**config.mk**
```make
export PLATFORM = sky130hd
export DESIGN_NAME = fifo_frame_builder
export DESIGN_NICKNAME = d
export VERILOG_FILES = /design/src/rtl/frame_pkg.sv /design/src/rtl/frame_payload_buf.sv /design/src/rtl/fifo_frame_builder.sv
export SDC_FILE = /design/constraint.sdc
export NUM_CORES = 1
export LEC_CHECK = 0
export CELL_PAD_IN_SITES_DETAIL_PLACEMENT = 0
export CELL_PAD_IN_SITES_GLOBAL_PLACEMENT = 1
export CORE_MARGIN = 8
export CORE_UTILIZATION = 50
export CTS_CLUSTER_DIAMETER = 80
export CTS_CLUSTER_SIZE = 28
export DETAILED_ROUTE_END_ITERATION = 7
export DONT_BUFFER_PORTS = 1
export GPL_TIMING_DRIVEN = 1
export PLACE_DENSITY = 0.72
export SYNTH_ARGS = -nofsm -noshare
export SYNTH_HDL_FRONTEND = slang
export SYNTH_SLANG_ARGS = --single-unit
```
**constraint.sdc**
```tcl
create_clock -name CLK -period 3 [get_ports CLK]
set_input_delay 0.45 -clock CLK [delete_from_list [all_inputs] [get_ports CLK]]
set_output_delay 0.45 -clock CLK [all_outputs]
set_load 0.01 [all_outputs]
```
**src/rtl/frame_pkg.sv**
```systemverilog
// Shared types and helpers for the FIFO frame builder.
package frame_pkg;

  typedef logic [7:0] byte_t;

  typedef enum logic [2:0] {
    ST_IDLE,
    ST_COLLECT,
    ST_SOF,
    ST_LEN,
    ST_PAYLOAD,
    ST_CKSUM
  } frame_state_t;

  localparam byte_t SOF_BYTE_DEF = 8'h7E;

  // Running XOR checksum step.
  function automatic byte_t xor_update(byte_t acc, byte_t d);
    return acc ^ d;
  endfunction

endpackage

```
**src/rtl/frame_payload_buf.sv**
```systemverilog
// Payload register file: one write port, asynchronous read, storage not reset.
module frame_payload_buf #(
  parameter int DATA_W = 8,
  parameter int DEPTH  = 16,
  parameter int AW     = (DEPTH > 1) ? $clog2(DEPTH) : 1
) (
  input  logic              clk,
  input  logic              wr_en,
  input  logic [AW-1:0]     wr_idx,
  input  logic [DATA_W-1:0] wr_data,
  input  logic [AW-1:0]     rd_idx,
  output logic [DATA_W-1:0] rd_data
);

  logic [DATA_W-1:0] mem [DEPTH];

  // Capture the byte returned by the FIFO into its payload slot.
  always_ff @(posedge clk) begin
    if (wr_en) mem[wr_idx] <= wr_data;
  end

  assign rd_data = mem[rd_idx];

endmodule

```
**src/rtl/fifo_frame_builder.sv**
```systemverilog
// Drains the FIFO read side into a payload buffer and emits SOF/LEN/payload/XOR frames.
module fifo_frame_builder
  import frame_pkg::*;
#(
  parameter int    DATA_W         = 8,
  parameter int    MAX_PAYLOAD    = 16,
  parameter int    TIMEOUT_CYCLES = 32,
  parameter byte_t SOF_BYTE       = SOF_BYTE_DEF
) (
  input  logic              CLK,
  input  logic              RST,
  input  logic              EMPTY,
  input  logic [DATA_W-1:0] READ_DATA,
  output logic              READ_ENABLE,
  output logic [DATA_W-1:0] TX_DATA,
  output logic              TX_VALID,
  input  logic              TX_READY,
  output logic              TX_LAST,
  output logic              BUSY
);

  localparam int CW = $clog2(MAX_PAYLOAD + 1);
  localparam int TW = $clog2(TIMEOUT_CYCLES + 1);
  localparam int AW = (MAX_PAYLOAD > 1) ? $clog2(MAX_PAYLOAD) : 1;

  frame_state_t      state, state_nxt;
  logic [CW-1:0]     count, idx;
  logic              pending;
  logic [TW-1:0]     tmo;
  byte_t             cksum;
  logic [DATA_W-1:0] buf_rd;
  logic              room, rd_en, tx_hs, len_done, tmo_done;

  frame_payload_buf #(.DATA_W(DATA_W), .DEPTH(MAX_PAYLOAD), .AW(AW)) u_buf (
    .clk     (CLK),
    .wr_en   (pending),
    .wr_idx  (count[AW-1:0]),
    .wr_data (READ_DATA),
    .rd_idx  (idx[AW-1:0]),
    .rd_data (buf_rd)
  );

  // In-flight read counts against capacity so we never over-read the FIFO.
  assign room     = ({1'b0, count} + {{CW{1'b0}}, pending}) < (CW+1)'(MAX_PAYLOAD);
  assign rd_en    = RST && (state == ST_COLLECT) && !EMPTY && room;
  assign tx_hs    = TX_VALID && TX_READY;
  assign len_done = (count == CW'(MAX_PAYLOAD)) && !pending;
  // Never close while a byte is still on its way from the FIFO.
  assign tmo_done = (tmo == TW'(TIMEOUT_CYCLES)) && !pending && !rd_en;

  assign READ_ENABLE = rd_en;
  assign BUSY        = (state != ST_IDLE);

  // State register.
  always_ff @(posedge CLK) begin
    if (!RST) state <= ST_IDLE;
    else      state <= state_nxt;
  end

  // Next state and TX outputs, all decoded from registered state.
  always_comb begin
    state_nxt = state;
    TX_VALID  = 1'b0;
    TX_DATA   = '0;
    TX_LAST   = 1'b0;
    case (state)
      ST_IDLE:    if (!EMPTY) state_nxt = ST_COLLECT;
      ST_COLLECT: if (len_done || tmo_done) state_nxt = ST_SOF;
      ST_SOF: begin
        TX_VALID = 1'b1;
        TX_DATA  = SOF_BYTE;
        if (tx_hs) state_nxt = ST_LEN;
      end
      ST_LEN: begin
        TX_VALID = 1'b1;
        TX_DATA  = DATA_W'(count);
        if (tx_hs) state_nxt = ST_PAYLOAD;
      end
      ST_PAYLOAD: begin
        TX_VALID = 1'b1;
        TX_DATA  = buf_rd;
        if (tx_hs && (idx == count - CW'(1))) state_nxt = ST_CKSUM;
      end
      ST_CKSUM: begin
        TX_VALID = 1'b1;
        TX_DATA  = cksum;
        TX_LAST  = 1'b1;
        if (tx_hs) state_nxt = EMPTY ? ST_IDLE : ST_COLLECT;
      end
      default: state_nxt = ST_IDLE;
    endcase
  end

  // Collection bookkeeping, idle timeout and checksum accumulation.
  always_ff @(posedge CLK) begin
    if (!RST) begin
      count   <= '0;
      idx     <= '0;
      pending <= 1'b0;
      tmo     <= '0;
      cksum   <= '0;
    end else begin
      pending <= rd_en;
      if (pending) count <= count + CW'(1);
      if (rd_en)
        tmo <= '0;
      else if ((state == ST_COLLECT) && EMPTY && !pending && (count != '0) &&
               (tmo != TW'(TIMEOUT_CYCLES)))
        tmo <= tmo + TW'(1);
      if (tx_hs) begin
        case (state)
          ST_SOF: begin
            cksum <= byte_t'(count);
            idx   <= '0;
          end
          ST_PAYLOAD: begin
            cksum <= xor_update(cksum, buf_rd);
            idx   <= idx + CW'(1);
          end
          ST_CKSUM: begin
            count <= '0;
            idx   <= '0;
            tmo   <= '0;
          end
          default: ;
        endcase
      end
    end
  end

endmodule

```
# Word level (Yosys, flattened, before mapping)
# Memory sizes are Yosys's and may differ from the RTL's. A register that Yosys moved wholly into a read port is not among the register bits.
# Index checks and enable logic that the tools add are counted.
# op_classes
bitwise_logic	1
div	0
n_mul	0
n_reduce_logical	26
n_eq_ne	15
mux	24
addsub	5
order_cmp	1
n_shift	0
# op_table
cell	count
$pmux 8 s4	1
$mux 6	4
$mux 3	6
$pmux 3 s6	1
$pmux 8 s2	1
$mux 5	3
$logic_and 1x1->1	12
$add 5x1->5 const B	2
$ne 2x2->1 const B	5
$pmux 5 s2	1
$mux 4	2
$xor 8x8->8	1
$add 5x1->6	1
$add 6x1->6 const B	1
$eq 3x2->1 const B	2
$eq 3x3->1 const B	2
$eq 6x6->1 const B	1
$lt 6x5->1 const B	1
$ne 6x6->1 const B	1
$reduce_and 6->1	1
$eq 5x5->1	1
$eq 5x5->1 const B	1
$mux 1	5
$reduce_bool 5->1	1
11 further kinds	15
# word_totals
in_bits	12
elab_cells	79
mem_count	1
latch_bits	0
rom_bits	0
ff_bits	28
mem_bits_rw	128
# mem_list
memory	depth	width	read_ports	rd_ports_with_merged_regs	write_ports	line_no	source
u_buf.mem	16	8	1	1	1	frame_payload_buf.sv:15	logic [DATA_W-1:0] mem [DEPTH];

# Longest topological paths before layout
# Gate-level depths: netlist of the first run.
# logic_depth
ltp_word	9
ltp_mapped	8

# By module
# Synthesis of the first run repeated with hierarchy kept, for this count alone.
# unflattened
cells_unflattened	449
hier_area_um2	6770.2
# modules_own_cells
module	seq_area_each_um2	cells_each	area_per_inst_um2	n_inst
frame_payload_buf	3843.7	221	4987.3	1
fifo_frame_builder	560.5	228	1783.0	1

# Worst setup path after synthesis of the first run
# Ideal clock, no wire load.
# synth_timing
kind	reg2out
startpoint	register (tool-made name)
endpoint	output port TX_DATA[5]
slack_ps	915
arrival_time_ps	1635
stages_incl_launch_ff	8
path_buffers	3
cell_sequence	dfxtp_1 -> buf_6 -> buf_12 -> buf_8 -> mux4_2 -> a22oi_2 -> nand3_2 -> a221o_1
# synth_lines
item	line_no	source
end, declared	fifo_frame_builder.sv:15	output logic [DATA_W-1:0] TX_DATA,

==> results.md, run 1 <==
Timing:
- The final-report setup violation count is 0.
- The setup TNS is 0 ns.
- The final number of hold-violating endpoints is 0.
- Setup repair after global routing left no endpoint under its margin.
- In the post-route analysis, the smallest setup slack over all paths is 0.1145 ns.
- The number of max-slew violations in the final report is 0.
- Counting I/O delays and the setup requirement, the final critical path takes 2.886 ns.
- The top achievable clock speed is 0.3466 GHz.
- The largest clock skew in the final design is 0.01214 ns.
- The actual transition at the worst max-transition pin is 0.8766 ns.
- The ratio of final minimum period to clock period is 0.9618.
- Measured against its own limit, the worst slew margin works out to 0.4134.

Floorplanning:
- The effective utilization at floorplan is 0.5098.
- The floorplan has 43 rows.
- After floorplanning, the core was sized to cover 13830 µm².
- The die covers 18150 µm².
- The I/O pin total is 24.
- The overall die width is 134.7 µm.
- The floorplan step set the die height to 134.7 µm.

Detailed routing:
- The post-detailed-route DRC marker count is 0.
- The per-cell via count in the routed design is 5.926.
- For this block, the routed nets add up to 15.69 mm of wire.
- Before antenna repair, the detailed router went through 5 iterations.
- The number of nets still failing antenna checks after routing is 0.
- The first routing iteration left 401 violations.
- After detailed routing, the average wire length per cell comes to 22.22 µm.
- Summing over every cut layer, the via total after detailed routing is 4184.

Setup path:
- STA classifies the critical path endpoint as a primary output.
- The largest fanout on the critical path is 12.
- For flop-to-flop paths, the worst setup slack is 0.83 ns.
- The capture point of the worst reg-to-reg path is cksum[2]$_SDFFE_PN0P_.
- The data arrival time at the worst-slack endpoint is 2.44 ns.
- The required time of the critical path is 2.55 ns.
- The classification of the worst setup path is reg2out.
- The critical path launch point type is a flop.
- For the worst flop-to-flop path, the logic depth is 6.

Clock tree:
- The number of buffers on the longest clock path is 2.
- The clock network latency to the later pin of the worst-skew pair is 0.43 ns.
- The clock tree root buffer cell is sky130_fd_sc_hd__clkbuf_16.
- The clock-pin slew on the worst setup and hold paths is 0.06 ns.
- In this run, CTS created clock tree buffers numbering 17.
- Once the clock tree was built, the resizer swapped 2 gates to a different size.
- The CTS sink count is 160.
- Buffers added to address setup during post-CTS repair amount to 0.
- The number of hold buffers added after cts is 0.
- The TritonCTS clock tree is yes.
- In this run the number of H-tree levels came out at 4.

Global route:
- The via count of the first global-routing pass is 4109.
- The largest net degree at the start of global routing is 19.
- The total global-route track usage is 0.1813.
- The overall overflow remaining after global route is 0.
- The number of antenna violations at the first check in global routing came to 0.
- The first global-routing pass estimated 24.29 mm of wire.

Logic synthesis:
- The post-synth net total is 515.
- The mean instance size in the synthesized netlist is 14.27 µm².
- The synthesized netlist contains 53 unique library cells.
- Of the post-synthesis cell area, the dominant cell type holds 0.5453.
- By area the synthesized netlist is led by sky130_fd_sc_hd__edfxtp_1, sky130_fd_sc_hd__dfxtp_1, sky130_fd_sc_hd__mux2i_1.
- The number of enable flip-flop cells after synthesis is 128.
- Summing every instance area after synthesis gives 7049 µm².
- Of the synthesized area, sequential elements account for 0.6361.
- The register bit total from synthesis is 160.
- The post-synthesis instance total is 494.
- The most used standard cell by instance count after synthesis is sky130_fd_sc_hd__edfxtp_1.
- The largest total area in the synthesized netlist belongs to sky130_fd_sc_hd__edfxtp_1.
- After synthesis, the share of flip-flops with an asynchronous set or reset is 0.
- The most frequently used flop master after synthesis is sky130_fd_sc_hd__edfxtp_1.
- The commonest cells after synthesis are sky130_fd_sc_hd__edfxtp_1, sky130_fd_sc_hd__mux2i_1, sky130_fd_sc_hd__nand2_1, sky130_fd_sc_hd__nor2_1, sky130_fd_sc_hd__dfxtp_1.
- During synthesis, Yosys emitted a total of 0 warnings.

Hold path:
- The worst hold-check path type is in2reg.
- The sink of the worst hold path is u_buf.mem[9][3]$_DFFE_PP_.
- The worst hold path was traced through 0 stages.
- In this run the most critical hold path is launched from READ_DATA[3].

Finish:
- The area growth from synthesis to layout is 10.90%.
- The number of nets in the finished design is 536.
- The share of layout cells above drive strength 1 is 0.1692.
- The repair_antennas step left the layout with diodes totalling 0.
- The total area of multi-input combinational cells is 2346 µm².
- The layout filler cell count is 1089.
- Summing all flip-flop and latch instances after layout gives 4487 µm².

Placement:
- The congestion estimate from routability-driven global placement came to 0.8240.
- The count of buffers inserted at the top-level ports is 0.
- The sum of net half-perimeters after detailed placement is 10.74 mm.
- Timing analysis after detailed placement gives a worst setup slack of 0.4790 ns.

Run:
- Max-cap violations in this run came to 0.

Pwr:
- For this design the static power due to leakage is 0.002637 µW.
- The ratio of total power to cell area is 634.7 nW/µm².
- VDD sags by at most 0.4293 mV.

Status:
- The flow ran to the end, and the final reports show no timing, DRC or antenna violations.
## routing by layer
metal	global-route usage	share of wire	up-vias
met5	0	0	-
li1	-	-	1946
met4	0.06238	0.013	0
met3	0.05349	0.067	16
met2	0.2654	0.46	134
met1	0.2511	0.46	2088
## worst max-delay path by stage
stage / start / to / slack, ns / cells after the start
2_1_floorplan: flop / TX_DATA[5] / 0.91 / 7
3_3_place_gp: flop / TX_DATA[5] / 0.48 / 5
3_5_place_dp: flop / TX_DATA[2] / 0.48 / 5
4_1_cts: flop / TX_DATA[1] / 0.09 / 6
5_1_grt: flop / TX_DATA[7] / 0.01 / 5
6_report: flop / TX_DATA[7] / 0.11 / 5
## through the flow
step	hold WS, ns	std cells	power, µW	cell area [µm²]	util
2_1_floorplan	0.4746	494	2996	7049	-
3_3_place_gp	0.4918	676	3131	7302	0.5281
3_5_place_dp	0.5103	676	3142	7302	0.5281
4_1_cts	0.1027	706	4989	7806	0.5646
5_1_grt	0.1047	706	5157	7818	0.5654
6_report	0.1181	706	4962	7818	0.5654
## logic make-up after synthesis
group,synth area share
mux,0.1141
xor+xnor,0.02343
simple gates,0.09389
fa+ha+maj,0.01597
buf+inv,0.03248
flops,0.6361
compound gates,0.08395
## where the power goes
part	leakage (µW)	total, µW	switching (µW)	internal, µW
logic	0.000988	556	343	214
clock network	0.000239	1860	832	1030
registers	0.00141	2540	102	2440
total	0.00264	4960	1280	3690
## layout make-up
cell class / instances / area share
flip-flops and latches: 160 / 0.5739
multi-input cells: 295 / 0.3001
clock buffers: 17 / 0.05442
well taps: 180 / 0.02881
repair buffers: 27 / 0.02641
clock inverters: 13 / 0.009603
inverters: 14 / 0.006722
## cells in the final DEF (no fill, tap or decap), types with 5 or more instances in the layout
cell / n
sky130_fd_sc_hd__mux2_2: 15
sky130_fd_sc_hd__nor2b_1: 7
sky130_fd_sc_hd__nand2b_1: 7
sky130_fd_sc_hd__xor2_1: 10
sky130_fd_sc_hd__nor3_1: 11
sky130_fd_sc_hd__mux4_2: 8
sky130_fd_sc_hd__a221o_1: 6
sky130_fd_sc_hd__a211o_1: 9
sky130_fd_sc_hd__clkbuf_16: 17
sky130_fd_sc_hd__dfxtp_1: 30
sky130_fd_sc_hd__o211a_1: 6
sky130_fd_sc_hd__o221ai_1: 7
sky130_fd_sc_hd__inv_1: 14
sky130_fd_sc_hd__nor2_1: 32
sky130_fd_sc_hd__ha_1: 9
sky130_fd_sc_hd__mux2i_1: 35
sky130_fd_sc_hd__nand2_1: 34
sky130_fd_sc_hd__a22oi_1: 13
sky130_fd_sc_hd__nand3_1: 5
sky130_fd_sc_hd__o21ai_0: 7
sky130_fd_sc_hd__xnor2_1: 7
sky130_fd_sc_hd__nand4_1: 11
sky130_fd_sc_hd__clkinv_2: 5
sky130_fd_sc_hd__o31ai_1: 6
sky130_fd_sc_hd__edfxtp_1: 128
sky130_fd_sc_hd__a21oi_1: 7
sky130_fd_sc_hd__buf_4: 26
## worst max-delay path, stage by stage (launching register included)
cell and delay [ns]:
sky130_fd_sc_hd__dfxtp_2 0.46, sky130_fd_sc_hd__buf_4 0.28, sky130_fd_sc_hd__mux4_1 0.60, sky130_fd_sc_hd__mux2i_1 0.15
sky130_fd_sc_hd__mux2i_1 0.21, sky130_fd_sc_hd__a22o_1 0.30
## flip-flops by register name, summed over array words and instances, names as in the netlist, named ones only
name	count
tmo	6
idx	5
u_buf.mem	128
pending	1
cksum	8
state	3
count	5
(Power assumes the default switching activity.)
==> inputs of run 2 (changes only) <==
Settings changed: GPL_ROUTABILITY_DRIVEN set to 0.
==> results of run 2 <==
Same layout as run 1: the final DEF is identical, and so are final timing and power.
==> inputs of run 3 (changes only) <==
Settings changed: CORE_UTILIZATION 50 to 57, PLACE_DENSITY 0.72 to 0.81, SKIP_CTS_REPAIR_TIMING set to 1.
==> run 3 against run 2 <==
Hold slack better by 0.0044 ns. Worst setup slack improved by 0.057 ns. Clock-buffer cell count is 1 higher. Critical path depth unchanged. Via count is 1.1% higher. Register-to-register slack lost 0.04 ns. Sequential power hardly changed. Clock skew is 0.0053 ns lower. Non-clock buffer count down 6. Power increased by 5.9%. Global-route usage up 1.6 points. Critical endpoint is now TX_DATA[5]. Largest power group unchanged. Highest routed layer unchanged.
==> results.md, run 3 (same netlist as run 1, synthesis figures left out) <==
Global route:
- The routing usage on met3 is 0.05158.
- The number of antenna violations at the first check in global routing is 0.
- The first global-routing pass estimated 23.81 mm of wire.
- In the global route stage, met2 resource usage came out at 0.2979.
- The overall overflow remaining after global route is 0.
- The met1 capacity usage during global routing is 0.2677.
- The largest net degree at the start of global routing is 30.
- The total global-route track usage is 0.1971.
- The via count of the first global-routing pass is 4114.
- The layer flagged by global routing as most heavily used is met2.

Detailed routing:
- For this block, the initial DRC count from the detailed router was 422.
- In the routed design, unresolved DRC markers number 0.
- Dividing the detail-routed wire length by the instance count gives 22.03 µm.
- Dividing the detail-routed via count by the number of cells gives 6.138.
- The aggregate routed wire length is 15.18 mm.
- The number of nets still failing antenna checks after routing is 0.
- For this run, the detailed router's first-pass iteration total came to 7.
- Summing over every cut layer, the via total after detailed routing is 4229.

Timing:
- The largest clock skew in the final design is 0.006849 ns.
- Based on the critical path, the design can be clocked at up to 0.3535 GHz.
- Setup violations remaining at the end of the flow were counted as 0.
- The worst pin sits at a relative slew slack of 0.3804.
- The final critical-path required period is 2.829 ns.
- The final number of hold-violating endpoints was 0.
- The actual transition at the worst max-transition pin is 0.9259 ns.
- The number of max-slew violations in the final report is 0.
- Of the available clock period, the critical path in the final layout requires 0.9428.
- Setup repair after global routing left no endpoint under its margin.

Setup path:
- The worst setup path is of the reg2out kind.
- The data arrival time at the worst-slack endpoint is 2.38 ns.
- In this run the worst path has a maximum fanout of 12.
- The number of buffers and inverters on the critical path is 1.
- The critical path endpoint category is a primary output.
- The signal on the critical path passes through buf_4 > mux4_1 > nand2_1 > nand3_2 > a221o_1.
- At the worst endpoint, the required time is 2.55 ns.
- The critical path launch point type is a flop.
- The largest single stage delay on the critical path is 0.59 ns.
- The kind of cell adding the most delay to the critical path is multiplexers.
- The critical path's slowest cell is sky130_fd_sc_hd__mux4_1.

Clock tree:
- The TritonCTS clock tree is yes.
- For this design, the sink count on the clock tree is 160.
- In this run the clock root is driven by a sky130_fd_sc_hd__clkbuf_16.
- The number of levels in the clock H-tree is 4.
- The number of buffers on the longest clock path is 2.
- The CTS buffer count is 17.
- The clock network latency to the later pin of the worst-skew pair is 0.42 ns.
- The clock-pin slew on the worst setup and hold paths is 0.06 ns.

Finish:
- The register with the most flip-flops in the layout has 128 of them.
- The register with the most flip-flops is u_buf.mem.
- From synthesis to final layout, the design area changed by 11.34%.
- For this run, the post-layout net count is 530.
- The largest registers in the layout are u_buf.mem x128, cksum x8, tmo x6.
- The antenna diode instance count is 0.
- The library cells used most frequently in the layout, excluding fill and tap cells, are sky130_fd_sc_hd__edfxtp_1, sky130_fd_sc_hd__mux2i_1, sky130_fd_sc_hd__nand2_1.
- The cell area after layout is 7849 µm².
- The share of layout cells above drive strength 1 is 0.1555.
- Leaving out fill and tap cells, the most frequent cell in the layout is sky130_fd_sc_hd__edfxtp_1.

Floorplanning:
- Measured along the y axis, the die boundary spans 127.2 µm.
- The I/O pin total is 24.
- The area of the die is 16180 µm².
- The core region is 12060 µm².
- The number of placement rows is 40.
- For this configuration, the core starts out at a cell density of 0.5844.
- The overall die width is 127.2 µm.

Placement:
- The wire-length estimate of the detail-placed layout is 10.46 mm.
- The count of buffers inserted at the top-level ports is 0.
- The placement-stage cell area is 7254 µm².

Pwr:
- The power consumption is 5253 µW.
- Summed over all nets, the switching power comes to 1290 µW.
- The share of total power in combinational logic is 0.107.
- The clock power share is 0.410.
- Summed over all cells, the static leakage comes to 0.002654 µW.
- Internal power comes to 3962 µW.
- The switching part of the total power is 0.2457.
- For this design the ratio of total power to cell area is 669.2 nW/µm².
- Of the total power, registers draw 0.483.
- The largest voltage drop on the vdd net is 0.4544 mV.

Run:
- Max-cap violations in this run came to 0.

Status:
- The flow ran to the end, and the final reports show no timing, DRC or antenna violations.

Hold path:
- In this run the worst hold path is classified as in2reg.
==> run 3: layout make-up <==
cell class                 instances  area (µm²)
sequential                       160        4487
fill                             883        4213
multi-input combinational        295        2338
clock buffer                      18       429.2
tap                              168       210.2
timing repair buffer              21       170.2
clock inverter                    13       161.4
inverter                          14       52.55
==> run 3: power groups by stage <==
| stage | sequential [µW] | clock, µW | combinational [µW] |
|---|---|---|---|
| 4_1_cts | 2540 | 2170 | 561 |
| 5_1_grt | 2550 | 2260 | 627 |
| 3_3_place_gp | 2580 | 0 | 541 |
| 2_1_floorplan | 2510 | 0 | 486 |
| 6_report | 2540 | 2150 | 564 |
| 3_5_place_dp | 2580 | 0 | 556 |
==> run 3: final timing paths <==
| path | to | cells after the start | slack (ns) | startpoint |
|---|---|---|---|---|
| setup / recovery | TX_DATA[5] | 5 | 0.17 | flop |
| hold / removal | u_buf.mem[8][1]$_DFFE_PP_ | 0 | 0.12 | READ_DATA[1] |
| setup reg to reg | cksum[4]$_SDFFE_PN0P_ | 5 | 0.79 | state[1]$_SDFFE_PN0P_ |
| hold reg to reg | tmo[1]$_SDFF_PN0_ | 2 | 0.51 | tmo[1]$_SDFF_PN0_ |
==> run 3: stage by stage <==
step	hold WS, ns	worst slack (ns)	utilization	TNS (ns)	cells
floorplan	0.4746	0.9150	-	0	494
detailed placement	0.5083	0.4153	0.6015	0	658
global placement	0.4897	0.4656	0.6015	0	658
finish	0.1224	0.1715	0.6507	0	689
global route	0.1094	0.02354	0.6507	0	689
CTS	0.1106	-0.05427	0.6504	-0.06633	689
==> run 3: metal layers <==
metal	routed length (µm)	vias to the layer above
li1	-	1933
met1	6823	2130
met2	7043	150
met3	1097	16
met4	214	0
met5	0	-
